### src/rtl/packet_builder.sv
// Transmit-side packet serialiser: snapshots Ethernet/IP/TCP headers on start and emits
// them LS-word first, then passes PAYLOAD_WORDS payload words straight through from the FIFO.
module packet_builder #(
    parameter int WIDTH         = 32,
    parameter int PAYLOAD_WORDS = 10
) (
    input  logic              clk,
    input  logic              rst,
    input  logic              start,
    input  logic [127:0]      eth_hdr,
    input  logic [159:0]      ip_hdr,
    input  logic [159:0]      tcp_hdr,
    output logic              busy,
    input  logic [WIDTH-1:0]  pay_data,
    input  logic              pay_valid,
    output logic              pay_ready,
    output logic [WIDTH-1:0]  data_out,
    output logic              valid_out,
    input  logic              ready_out,
    output logic              last_out,
    output logic [15:0]       pkt_count
);

    localparam int HDR_WORDS = 14;
    // Index of the final payload word; needs 9 bits once PAYLOAD_WORDS exceeds 242.
    localparam logic [8:0] LAST_IDX = 9'(HDR_WORDS - 1 + PAYLOAD_WORDS);

    typedef enum logic [2:0] {
        ST_IDLE = 3'd0,
        ST_ETH  = 3'd1,
        ST_IP   = 3'd2,
        ST_TCP  = 3'd3,
        ST_PAY  = 3'd4
    } state_t;

    state_t       state_q, state_d;
    logic [7:0]   word_idx_q, word_idx_d;
    logic         idx_hi_q, idx_hi_d;
    logic         busy_q, busy_d;
    logic [15:0]  pkt_count_q, pkt_count_d;
    logic [31:0]  hdr_q [0:HDR_WORDS-1];
    logic         load_s;
    logic         is_last_s;
    logic [31:0]  hdr_word_s;
    logic [WIDTH-1:0] hdr_out_s;

    // Header word k of a field, least-significant word first.
    function automatic logic [31:0] word_of160(input logic [159:0] f, input int k);
        return f[32*k +: 32];
    endfunction

    function automatic logic [31:0] word_of128(input logic [127:0] f, input int k);
        return f[32*k +: 32];
    endfunction

    assign is_last_s  = ({idx_hi_q, word_idx_q} == LAST_IDX);
    assign hdr_word_s = hdr_q[word_idx_q[3:0]];

    // Resize the 32-bit header word onto the stream width.
    always_comb begin
        hdr_out_s = '0;
        hdr_out_s = WIDTH'(hdr_word_s);
    end

    // Next-state, word index and handshake outputs.
    always_comb begin
        state_d     = state_q;
        word_idx_d  = word_idx_q;
        idx_hi_d    = idx_hi_q;
        busy_d      = busy_q;
        pkt_count_d = pkt_count_q;
        load_s      = 1'b0;
        valid_out   = 1'b0;
        pay_ready   = 1'b0;
        last_out    = 1'b0;
        data_out    = '0;
        case (state_q)
            ST_IDLE: begin
                if (start) begin
                    load_s     = 1'b1;
                    word_idx_d = 8'd0;
                    idx_hi_d   = 1'b0;
                    busy_d     = 1'b1;
                    state_d    = ST_ETH;
                end else begin
                    state_d = ST_IDLE;
                end
            end
            ST_ETH, ST_IP, ST_TCP: begin
                valid_out = 1'b1;
                data_out  = hdr_out_s;
                if (ready_out) begin
                    word_idx_d = word_idx_q + 8'd1;
                    if (state_q == ST_ETH && word_idx_q == 8'd3) begin
                        state_d = ST_IP;
                    end else if (state_q == ST_IP && word_idx_q == 8'd8) begin
                        state_d = ST_TCP;
                    end else if (state_q == ST_TCP && word_idx_q == 8'd13) begin
                        state_d = ST_PAY;
                    end else begin
                        state_d = state_q;
                    end
                end else begin
                    word_idx_d = word_idx_q;
                end
            end
            ST_PAY: begin
                // Zero-latency pass-through: the FIFO sees the downstream ready directly.
                valid_out = pay_valid;
                data_out  = pay_data;
                pay_ready = ready_out;
                last_out  = pay_valid && is_last_s;
                if (pay_valid && ready_out) begin
                    if (is_last_s) begin
                        state_d     = ST_IDLE;
                        word_idx_d  = 8'd0;
                        idx_hi_d    = 1'b0;
                        busy_d      = 1'b0;
                        pkt_count_d = pkt_count_q + 16'd1;
                    end else begin
                        {idx_hi_d, word_idx_d} = {idx_hi_q, word_idx_q} + 9'd1;
                    end
                end else begin
                    state_d = ST_PAY;
                end
            end
            default: begin
                state_d    = ST_IDLE;
                word_idx_d = 8'd0;
                idx_hi_d   = 1'b0;
                busy_d     = 1'b0;
            end
        endcase
    end

    // Control state registers.
    always_ff @(posedge clk) begin
        if (!rst) begin
            state_q     <= ST_IDLE;
            word_idx_q  <= 8'd0;
            idx_hi_q    <= 1'b0;
            busy_q      <= 1'b0;
            pkt_count_q <= 16'd0;
        end else begin
            state_q     <= state_d;
            word_idx_q  <= word_idx_d;
            idx_hi_q    <= idx_hi_d;
            busy_q      <= busy_d;
            pkt_count_q <= pkt_count_d;
        end
    end

    // Header snapshot, taken only when start is accepted.
    always_ff @(posedge clk) begin
        if (!rst) begin
            for (int k = 0; k < HDR_WORDS; k++) begin
                hdr_q[k] <= 32'd0;
            end
        end else if (load_s) begin
            for (int k = 0; k < 4; k++) begin
                hdr_q[k] <= word_of128(eth_hdr, k);
            end
            for (int k = 0; k < 5; k++) begin
                hdr_q[4 + k] <= word_of160(ip_hdr, k);
                hdr_q[9 + k] <= word_of160(tcp_hdr, k);
            end
        end
    end

    assign busy      = busy_q;
    assign pkt_count = pkt_count_q;

endmodule

### config.mk
export PLATFORM = sky130hd
export DESIGN_NAME = packet_builder
export DESIGN_NICKNAME = d
export VERILOG_FILES = /design/src/rtl/packet_builder.sv
export SDC_FILE = /design/constraint.sdc
export NUM_CORES = 1
export LEC_CHECK = 0
export ABC_AREA = 1
export BUFFER_PORTS_ARGS = -buffer_cell sky130_fd_sc_hd__clkbuf_2
export CORE_MARGIN = 5
export CORE_UTILIZATION = 30
export CTS_CLUSTER_SIZE = 25
export DETAILED_ROUTE_END_ITERATION = 6
export REMOVE_ABC_BUFFERS = 1
export SLEW_MARGIN = 10
export SYNTH_ARGS = -nofsm -noshare
export SYNTH_HDL_FRONTEND = slang
export SYNTH_SLANG_ARGS = --single-unit
### constraint.sdc
create_clock -name clk -period 38 [get_ports clk]
set_clock_uncertainty 0.05 [all_clocks]
set_input_delay 7.6 -clock clk [delete_from_list [all_inputs] [get_ports clk]]
set_output_delay 7.6 -clock clk [all_outputs]
set_load 0.05 [all_outputs]
# Word-level counts from Yosys, hierarchy flattened
# Memory sizes are Yosys's and may differ from the RTL's. A register that Yosys moved wholly into a read port is not among the register bits.
# Cells that the tools add are included.
[word_totals]
out_inout_bits = 52
mem_bits_rw = 448
reg_bits = 29
mem_count = 1
input_bits = 485
word_cells = 97
[mem_list]
columns = ["name", "depth", "width", "rd", "rd_ports_with_merged_regs", "wr", "line_no", "rtl"]
rows = [
  ["hdr_q", 14, 32, 1, 1, 14, "41", "logic [31:0] hdr_q [0:HDR_WORDS-1];"],
]
[classes]
n_reduce_logical = 12
eq_ne = 14
muxes = 47
n_bitwise = 15
n_addsub = 3
[op_table]
columns = ["operator", "n"]
rows = [
  ["$mux W32", 14],
  ["$pmux W32 S2", 1],
  ["$mux W8", 4],
  ["$pmux W8 S3", 1],
  ["$mux W3", 6],
  ["$add A16 B1 Y16 const B", 1],
  ["$eq A8 B4 Y1 const B", 2],
  ["$mux W1", 15],
  ["$or A1 B1 Y1", 14],
  ["$reduce_and A3 Y1", 4],
  ["$add A9 B1 Y9 const B", 1],
  ["$eq A9 B5 Y1 const B", 1],
  ["$pmux W3 S3", 1],
  ["$add A8 B1 Y8 const B", 1],
  ["$eq A8 B2 Y1 const B", 1],
  ["$mux W4", 2],
  ["$ne A2 B2 Y1 const B", 4],
  ["$eq A3 B2 Y1 const B", 2],
  ["$pmux W1 S3", 2],
  ["$logic_and A1 B1 Y1", 5],
  ["$ne A4 B4 Y1 const B", 1],
  ["$reduce_and A4 Y1", 1],
  ["$eq A3 B1 Y1 const B", 1],
  ["$eq A3 B3 Y1 const B", 1],
  ["other kinds (5)", 5],
]

# Depth between registers and ports, before layout
# Gate-level depths: netlist of run 1.
[depth]
word_depth = 7
mapped_depth = 12
ltp_nobuf = 11

# Worst setup path before layout of run 1
# Ideal clock, no wire load.
[synth_path]
path_kind = "input-to-reg"
start = "input port start"
end = "memory hdr_q[0][0] (enable)"
cell_stages = 4
path_slack_ns = 19.592
required_time_ns = 37.117
arrival_time_ns = 17.525
setup_ns = 0.833
path_buffers = 0
cell_sequence = "inv_1 > nor3_1 > inv_1 > nand2_1"
[synth_rtl]
columns = ["item", "line_no", "rtl"]
rows = [
  ["start, declared", "9", "input logic start,"],
  ["end, declared", "41", ""],
]

# Worst setup path in the final report of run 1
[layout_path]
start = "input port pay_data[16]"
end = "output port data_out[16]"
[layout_via]
elab_chain_len = 1
[layout_rtl]
columns = ["item", "line_no", "rtl"]
rows = [
  ["start, declared", "14", "input logic [WIDTH-1:0] pay_data,"],
  ["$pmux W32 S2", "77", "case (state_q)"],
  ["end, declared", "17", "output logic [WIDTH-1:0] data_out,"],
]
# Every way passes these cells.

==> tab_implementation.tex, run 1 <==
\begin{tabular}{lr}
\hline
Metric & Value \\
\hline
\multicolumn{2}{l}{\textbf{Logic synthesis}} \\
Simple logic cell fraction of the synthesized area & 21.20\% \\
Adder-cell share of the synthesized area & 0.2141\% \\
Compound-Gate Fraction of Synth Area & 7.023\% \\
Register bit total from synthesis & around 480 \\
Async set-or-reset flop fraction in the synthesized netlist & 0\% \\
Average cell area after synthesis & 8.584 um\^{}2 \\
Post-synth EDFFs & between 400 and 500 \\
Post-synth top flop & sky130\_fd\_sc\_hd\_\_edfxtp\_1 \\
Main combinational cell family by area after synthesis & simple AND/OR/NAND/NOR gates \\
Count of different cell masters after synthesis & 30 \\
Sequential cell area fraction in the yosys report & 60.38\% \\
Mux contribution to synthesized area & 0\% \\
Synthesis warning total & 0 \\
Netlist area before placement & 23,370 um\^{}2 \\
Cell count after synthesis & 2,723 \\
XOR/XNOR Fraction of Synth Area & 0.3747\% \\
\multicolumn{2}{l}{\textbf{Clocking}} \\
Clock-pin slew on the worst setup and hold paths & around 0.060 ns \\
Deepest level of the CTS H-tree & 2 \\
Clock Sinks & 481 \\
Count of buffers added by post-CTS timing repair for setup & 0 \\
Post-CTS resize count & 0 \\
Clock latency on the worst-skew pair & 0.58 ns \\
Clock tree from TritonCTS & done \\
Clock buffer count from CTS & 55 \\
Maximum count of clock buffers along a single path & 3 \\
CTS Hold Buffers Added & 0 \\
Cell at the root of the clock tree & sky130\_fd\_sc\_hd\_\_clkbuf\_16 \\
\multicolumn{2}{l}{\textbf{Global route}} \\
Overall track demand over capacity in global routing & 16.35\% \\
Antenna violations before repair & 3 \\
Wire length of the first global-routing pass & around 110,000 um \\
Remaining global-route overflow & 0 \\
Maximum number of pins on one net before global-route repair & about 190 \\
Via count of the first global-routing pass & 18,630 \\
\multicolumn{2}{l}{\textbf{Worst setup path}} \\
Critical path launch point type & input port \\
Kind of critical path & in -> out \\
Highest fanout seen on the critical path & 1 \\
Arrival time of data at the critical path endpoint & around 8 ns \\
Largest stage delay, worst path & about 0.3 ns \\
Ordered list of cells on the worst path & clkbuf\_2, nand2\_1, nand2\_1, clkbuf\_2 \\
Data required time at the worst endpoint & 30.35 ns \\
CP endpoint kind & output port \\
Slowest cell on crit path & sky130\_fd\_sc\_hd\_\_clkbuf\_2 \\
\multicolumn{2}{l}{\textbf{Power}} \\
Leakage & 13.91 nW \\
Total power divided by cell area & 65.52 nW/um\^{}2 \\
Maximum resistive drop on vdd & 0.03416 mV \\
Final total power & 1.879 mW \\
\multicolumn{2}{l}{\textbf{Drt}} \\
Post-route antenna net violation count & 0 \\
Wire length on met3 & about 3700 um \\
Routed vias/inst & 4.441 \\
Met2 Wirelength & 35,750 um \\
Final wirelength & 71,690 um \\
DR iter-0 viols & 1,393 \\
Average routed wire per standard cell & 16.80 um \\
Total number of vias & 18,940 \\
DRC violation count after routing & 0 \\
Routed length on met1 & 30,200 um \\
Top routing layer in use & met4 \\
Pre-Repair DR Iteration Count & 5 \\
\multicolumn{2}{l}{\textbf{Timing}} \\
Final period demand of the worst path & 15.87 ns \\
Sum of negative setup slack & 0 ns \\
\# setup viols final & 0 \\
Number of slew-limit violations in the final report & 0 \\
Setup repair after global routing missed its margin & no \\
Highest Clock Rate & about 63 MHz \\
Headroom to the max-slew limit & 26.78\% \\
Tcrit/Tclk final & 41.75\% \\
Setup slack after layout & 22.13 ns \\
Transition time at the pin with the least slew margin & between 1 and 1.5 ns \\
Endpoints failing hold & 0 \\
\multicolumn{2}{l}{\textbf{Finish}} \\
Number of nets in the final layout & 3,675 \\
Non-Filler Instances & approximately 4,300 \\
Sequential Area & between 10,000 and 15,000 um\^{}2 \\
Synthesis-to-finish area growth & 22.66\% \\
Area used by multi-input combinational logic & about 6800 um\^{}2 \\
Fraction of layout instances using a drive strength above 1 & between 20\% and 30\% \\
Utilization after layout & 37.07\% \\
Fill count & 8,099 \\
\multicolumn{2}{l}{\textbf{Run}} \\
Max cap viols & 0 \\
\multicolumn{2}{l}{\textbf{Floorplanning}} \\
Total die area & 83,600 um\^{}2 \\
Area of the core region & just under 80,000 um\^{}2 \\
Horiz. Die Dim & 289.1 um \\
Io pins & between 500 and 600 \\
DIE HEIGHT & 289.1 um \\
Site row count & 102 \\
Initial core utilization & between 30\% and 40\% \\
\multicolumn{2}{l}{\textbf{Status}} \\
Outcome & finished, final reports clean \\
\multicolumn{2}{l}{\textbf{Hold path}} \\
Worst min-delay path class & reg -> reg \\
\multicolumn{2}{l}{\textbf{Placed design}} \\
Placed Cells incl. Taps & 4,169 \\
DP HPWL & 46,740 um \\
Worst slack at placement & around 22 ns \\
IO buf count & 536 \\
Final Wtd Congestion & slightly above 0.8 \\
\hline
\end{tabular}
==> path summary, 6_finish.rpt <==
check	startpoint	end	slack, ns	cells past startpoint
max	pay_data[16]	data_out[16]	22.13	4
min	busy	busy	0.41	2
max reg2reg	state_q[0]	hdr_q[2][23]	33.41	8
min reg2reg	busy	busy	0.41	2
==> synthesized netlist by cell type, drive strengths merged, types with 14 or more instances <==
master | number | area share, %
dfxtp | 33 | 2.8
inv | 489 | 7.9
nor2 | 841 | 14
buf | 95 | 2.0
edfxtp | 448 | 58
nand3 | 118 | 2.5
nor3 | 14 | 0.35
clkbuf | 57 | 0.92
a21oi | 26 | 0.56
o21ai | 259 | 5.5
nand2 | 285 | 4.6
o22ai | 32 | 0.86
==> power by group <==
group          leakage, nW  total, mW  switching [mW]  internal, mW
sequential            5.09      0.824          0.0481         0.776
clock                0.869      0.530           0.214         0.316
combinational         7.96      0.525           0.386         0.139
==> cells by family after synthesis <==
| kind of cell | Yosys count |
|---|---|
| fa+ha+maj | 4 |
| buf+inv | 644 |
| compound gates | 319 |
| flops | 481 |
| xor+xnor | 10 |
| simple gates | 1265 |
==> critical path, delay by kind of cell <==
family | cells | cell delay [ns]
and+or+nand+nor | 2 | 0.24
buffers and inverters | 2 | 0.38
==> layout make-up <==
| type | count | area share, % |
|---|---|---|
| diodes | 2 | 0.01746 |
| clock buffers | 70 | 5.215 |
| clock inverters | 25 | 0.9513 |
| inverters | 492 | 6.476 |
| multi-input cells | 1598 | 23.57 |
| flip-flops and latches | 481 | 49.26 |
| well taps | 1040 | 4.538 |
| repair buffers | 558 | 9.976 |
==> per-stage QoR <==
stage | hold slack (ns) | area (um^2)
6_report | 0.4091 | 28670
2_1_floorplan | 0.4152 | 22700
4_1_cts | 0.4122 | 28670
3_5_place_dp | 0.4059 | 26900
5_1_grt | 0.4318 | 28670
3_3_place_gp | 0.4071 | 26900
==> state kept, by name (all words and copies together), names as in the netlist, named ones only <==
register	count
state_q	3
idx_hi_q	1
busy	1
hdr_q	448
pkt_count	16
word_idx_q	8
==> per-layer routing <==
| layer | vias up | global-route usage, % |
|---|---|---|
| met2 | 509 | 28.39 |
| met1 | 8845 | 21.17 |
| met5 | - | 0 |
| li1 | 9481 | - |
| met4 | 0 | 4.933 |
| met3 | 109 | 2.478 |
==> cell usage in the layout (no fill, tap or decap), types with 4 or more instances in the layout <==
cell type / count
sky130_fd_sc_hd__buf_4: 21
sky130_fd_sc_hd__nor3_1: 13
sky130_fd_sc_hd__clkbuf_2: 536
sky130_fd_sc_hd__dfxtp_1: 29
sky130_fd_sc_hd__a21oi_1: 26
sky130_fd_sc_hd__inv_1: 483
sky130_fd_sc_hd__nand3_1: 117
sky130_fd_sc_hd__clkbuf_1: 11
sky130_fd_sc_hd__o21ai_1: 26
sky130_fd_sc_hd__edfxtp_1: 448
sky130_fd_sc_hd__bufinv_16: 6
sky130_fd_sc_hd__xor2_1: 9
sky130_fd_sc_hd__nand2_1: 283
sky130_fd_sc_hd__nand4_1: 5
sky130_fd_sc_hd__clkinv_1: 9
sky130_fd_sc_hd__inv_2: 4
sky130_fd_sc_hd__clkbuf_16: 57
sky130_fd_sc_hd__clkinv_2: 10
sky130_fd_sc_hd__o22ai_1: 32
sky130_fd_sc_hd__o21ai_0: 233
sky130_fd_sc_hd__ha_1: 4
sky130_fd_sc_hd__nor2_1: 839
(Power assumes the default switching activity.)
==> run 2: changes to the inputs <==
clock period = 13.5 ns   (was 38 ns; I/O delays follow)
==> tab_implementation.tex, run 2 (synthesized netlist as in run 1, its figures left out) <==
\begin{tabular}{lr}
\hline
Metric & Value \\
\hline
\multicolumn{2}{l}{\textbf{Floorplanning}} \\
Site row count & 102 (unchanged) \\
Io pins & 537 (unchanged) \\
DIE HEIGHT & 289.1 um (unchanged) \\
Total die area & 83,600 um\^{}2 (unchanged) \\
Horiz. Die Dim & 289.1 um (unchanged) \\
Area of the core region & 77,340 um\^{}2 (unchanged) \\
Initial core utilization & 30.22\% (unchanged) \\
\multicolumn{2}{l}{\textbf{Timing}} \\
Highest Clock Rate & 153.5 MHz \\
Tcrit/Tclk final & 48.24\% \\
Headroom to the max-slew limit & 26.06\% (-0.72 points) \\
Final period demand of the worst path & 6.513 ns \\
Endpoints failing hold & 0 (unchanged) \\
Number of slew-limit violations in the final report & 0 (unchanged) \\
Final-layout worst hold slack & 0.4459 ns (+0.03684 ns) \\
Setup repair after global routing missed its margin & no \\
\# setup viols final & 0 (unchanged) \\
Transition time at the pin with the least slew margin & 1.109 ns (+0.01074 ns) \\
Sum of negative setup slack & 0 ns (unchanged) \\
\multicolumn{2}{l}{\textbf{Clocking}} \\
Clock tree from TritonCTS & done \\
Cell at the root of the clock tree & sky130\_fd\_sc\_hd\_\_clkbuf\_16 \\
Deepest level of the CTS H-tree & 2 (unchanged) \\
Clock Sinks & 481 (unchanged) \\
Clock-pin slew on the worst setup and hold paths & 0.06 ns (about the same) \\
CTS Hold Buffers Added & 0 (unchanged) \\
Count of buffers added by post-CTS timing repair for setup & 0 (unchanged) \\
Clock latency on the worst-skew pair & 0.59 ns (about the same) \\
Maximum count of clock buffers along a single path & 3 (unchanged) \\
Post-CTS resize count & 0 (unchanged) \\
Clock buffer count from CTS & 55 (unchanged) \\
\multicolumn{2}{l}{\textbf{Worst setup path}} \\
CP endpoint kind & output port \\
Ordered list of cells on the worst path & inv\_4, buf\_4, o21ai\_0, o22ai\_1, nand2\_1, nand3\_1, nand3\_1, nand2\_1, clkbuf\_2 \\
Highest fanout seen on the critical path & 77 (+76) \\
Kind of critical path & reg -> out \\
Arrival time of data at the critical path endpoint & 3.76 ns (-4.46 ns) \\
Endpoint of the most critical register-to-register path & hdr\_q[2][23] \\
Critical path launch point type & register \\
Worst r2r path cells & 8 (unchanged) \\
Reg-to-reg slack, setup & 9.36 ns (-24.05 ns) \\
Setup crit end & data\_out[3] \\
Slowest cell on crit path & sky130\_fd\_sc\_hd\_\_buf\_4 \\
Data required time at the worst endpoint & 10.75 ns (-19.60 ns) \\
Reg-to-reg critical path startpoint & state\_q[0] \\
Largest stage delay, worst path & 0.79 ns (+0.49 ns) \\
\multicolumn{2}{l}{\textbf{Global route}} \\
Met3 track utilization from global routing & 2.345\% (-0.13 points) \\
Overall track demand over capacity in global routing & 16.62\% (+0.27 points) \\
Grt met1 use & 21.20\% (+0.027 points) \\
Via count of the first global-routing pass & 18,660 (+0.17\%) \\
Maximum number of pins on one net before global-route repair & 175 (-8.4\%) \\
Antenna violations before repair & 6 (+3) \\
Most Used Layer, Global Route & met2 \\
Remaining global-route overflow & 0 (unchanged) \\
Wire length of the first global-routing pass & 108,000 um (+1.0\%) \\
GRT met2 Usage & 29.22\% (+0.82 points) \\
\multicolumn{2}{l}{\textbf{Power}} \\
Total power divided by cell area & 186.0 nW/um\^{}2 (+180\%) \\
Maximum resistive drop on vdd & 0.09804 mV (+190\%) \\
Leakage & 13.97 nW (+0.40\%) \\
Final total power & 5.356 mW (+190\%) \\
\multicolumn{2}{l}{\textbf{Drt}} \\
Routed vias/inst & 4.453 (+0.28\%) \\
Post-route antenna net violation count & 0 (unchanged) \\
Average routed wire per standard cell & 16.94 um (+0.81\%) \\
Total number of vias & 19,040 (+0.52\%) \\
Pre-Repair DR Iteration Count & 5 (unchanged) \\
DR iter-0 viols & 1,342 (-3.7\%) \\
Final wirelength & 72,440 um (+1.0\%) \\
DRC violation count after routing & 0 (unchanged) \\
\multicolumn{2}{l}{\textbf{Finish}} \\
Fraction of layout instances using a drive strength above 1 & 20.48\% (+0.26 points) \\
Most common cell after layout, fill and taps aside & sky130\_fd\_sc\_hd\_\_nor2\_1 \\
Register with the highest flop count & hdr\_q \\
Synthesis-to-finish area growth & 23.22\% \\
Most frequent cells in the layout & sky130\_fd\_sc\_hd\_\_nor2\_1 (839), sky130\_fd\_sc\_hd\_\_clkbuf\_2 (536), sky130\_fd\_sc\_hd\_\_inv\_1 (483) \\
Non-Filler Instances & 4,276 (+0.23\%) \\
Max reg flops & 448 (unchanged) \\
Number of nets in the final layout & 3,676 (+0.027\%) \\
\multicolumn{2}{l}{\textbf{Placed design}} \\
IO buf count & 536 (unchanged) \\
Final Wtd Congestion & 0.8129 (about the same) \\
DP HPWL & 47,990 um (+2.7\%) \\
Placed Cells incl. Taps & 4,170 (+0.024\%) \\
\multicolumn{2}{l}{\textbf{Status}} \\
Outcome & finished, final reports clean \\
\multicolumn{2}{l}{\textbf{Hold path}} \\
Worst min-delay path class & reg -> reg \\
\multicolumn{2}{l}{\textbf{Run}} \\
Max cap viols & 0 (unchanged) \\
\hline
\end{tabular}
==> run 2: cell count changes in the layout (fill, tap and decap cells not counted), sizes merged <==
cell | before | now
bufinv | 6 | 7
clkbuf | 606 | 603
clkinv | 19 | 26
diode | 2 | 4
clkinvlp | 1 | 3
buf | 22 | 23
==> run 2: where the power goes <==
part	switching (mW)	internal, mW	total (mW)
Combinational	1.09	0.391	1.48
Clock	0.624	0.932	1.56
Sequential	0.136	2.18	2.32
==> run 2: how the worst min path moves through the flow <==
stage / from / end / slack, ns / cells past startpoint
final: word_idx_q[5] / word_idx_q[5] / 0.45 / 2
after CTS: word_idx_q[5] / word_idx_q[5] / 0.45 / 2
after global routing: busy / busy / 0.49 / 2
after global placement: pkt_count[15] / pkt_count[15] / 0.44 / 2
after detailed placement: word_idx_q[5] / word_idx_q[5] / 0.43 / 2
after floorplan: word_idx_q[5] / word_idx_q[5] / 0.42 / 2
==> run 2: final cells by class <==
cell class                 instances  area, um^2
fill                            8002       48540
sequential                       481       14120
multi-input combinational       1598        6758
timing repair buffer             559        2868
inverter                         492        1857
clock buffer                      67        1516
tap                             1040        1301
clock inverter                    35       369.1
antenna                            4       10.01
==> run 2: worst max-delay path: cells and delay by family, from the launching register on <==
kind / cells / cell delay [ns]
compound gates: 2 / 0.40
buf+inv: 3 / 1.61
flops: 1 / 0.51
simple gates: 4 / 0.52
==> run 2: routing by layer <==
layer	routed length, um	vias up	share of wire, %
met1	30380	8961	42
met3	3384	111	4.7
met2	36580	479	50
met5	7	-	0.0097
li1	-	9489	-
met4	2086	2	2.9
==> run 2: stage by stage <==
stage	area, um^2	worst slack [ns]	util, %
2_1_floorplan	22700	-0.008084	-
4_1_cts	28790	6.729	37.23
3_3_place_gp	26910	7.077	34.79
3_5_place_dp	26910	7.054	34.79
6_report	28800	6.987	37.24
5_1_grt	28800	6.591	37.24
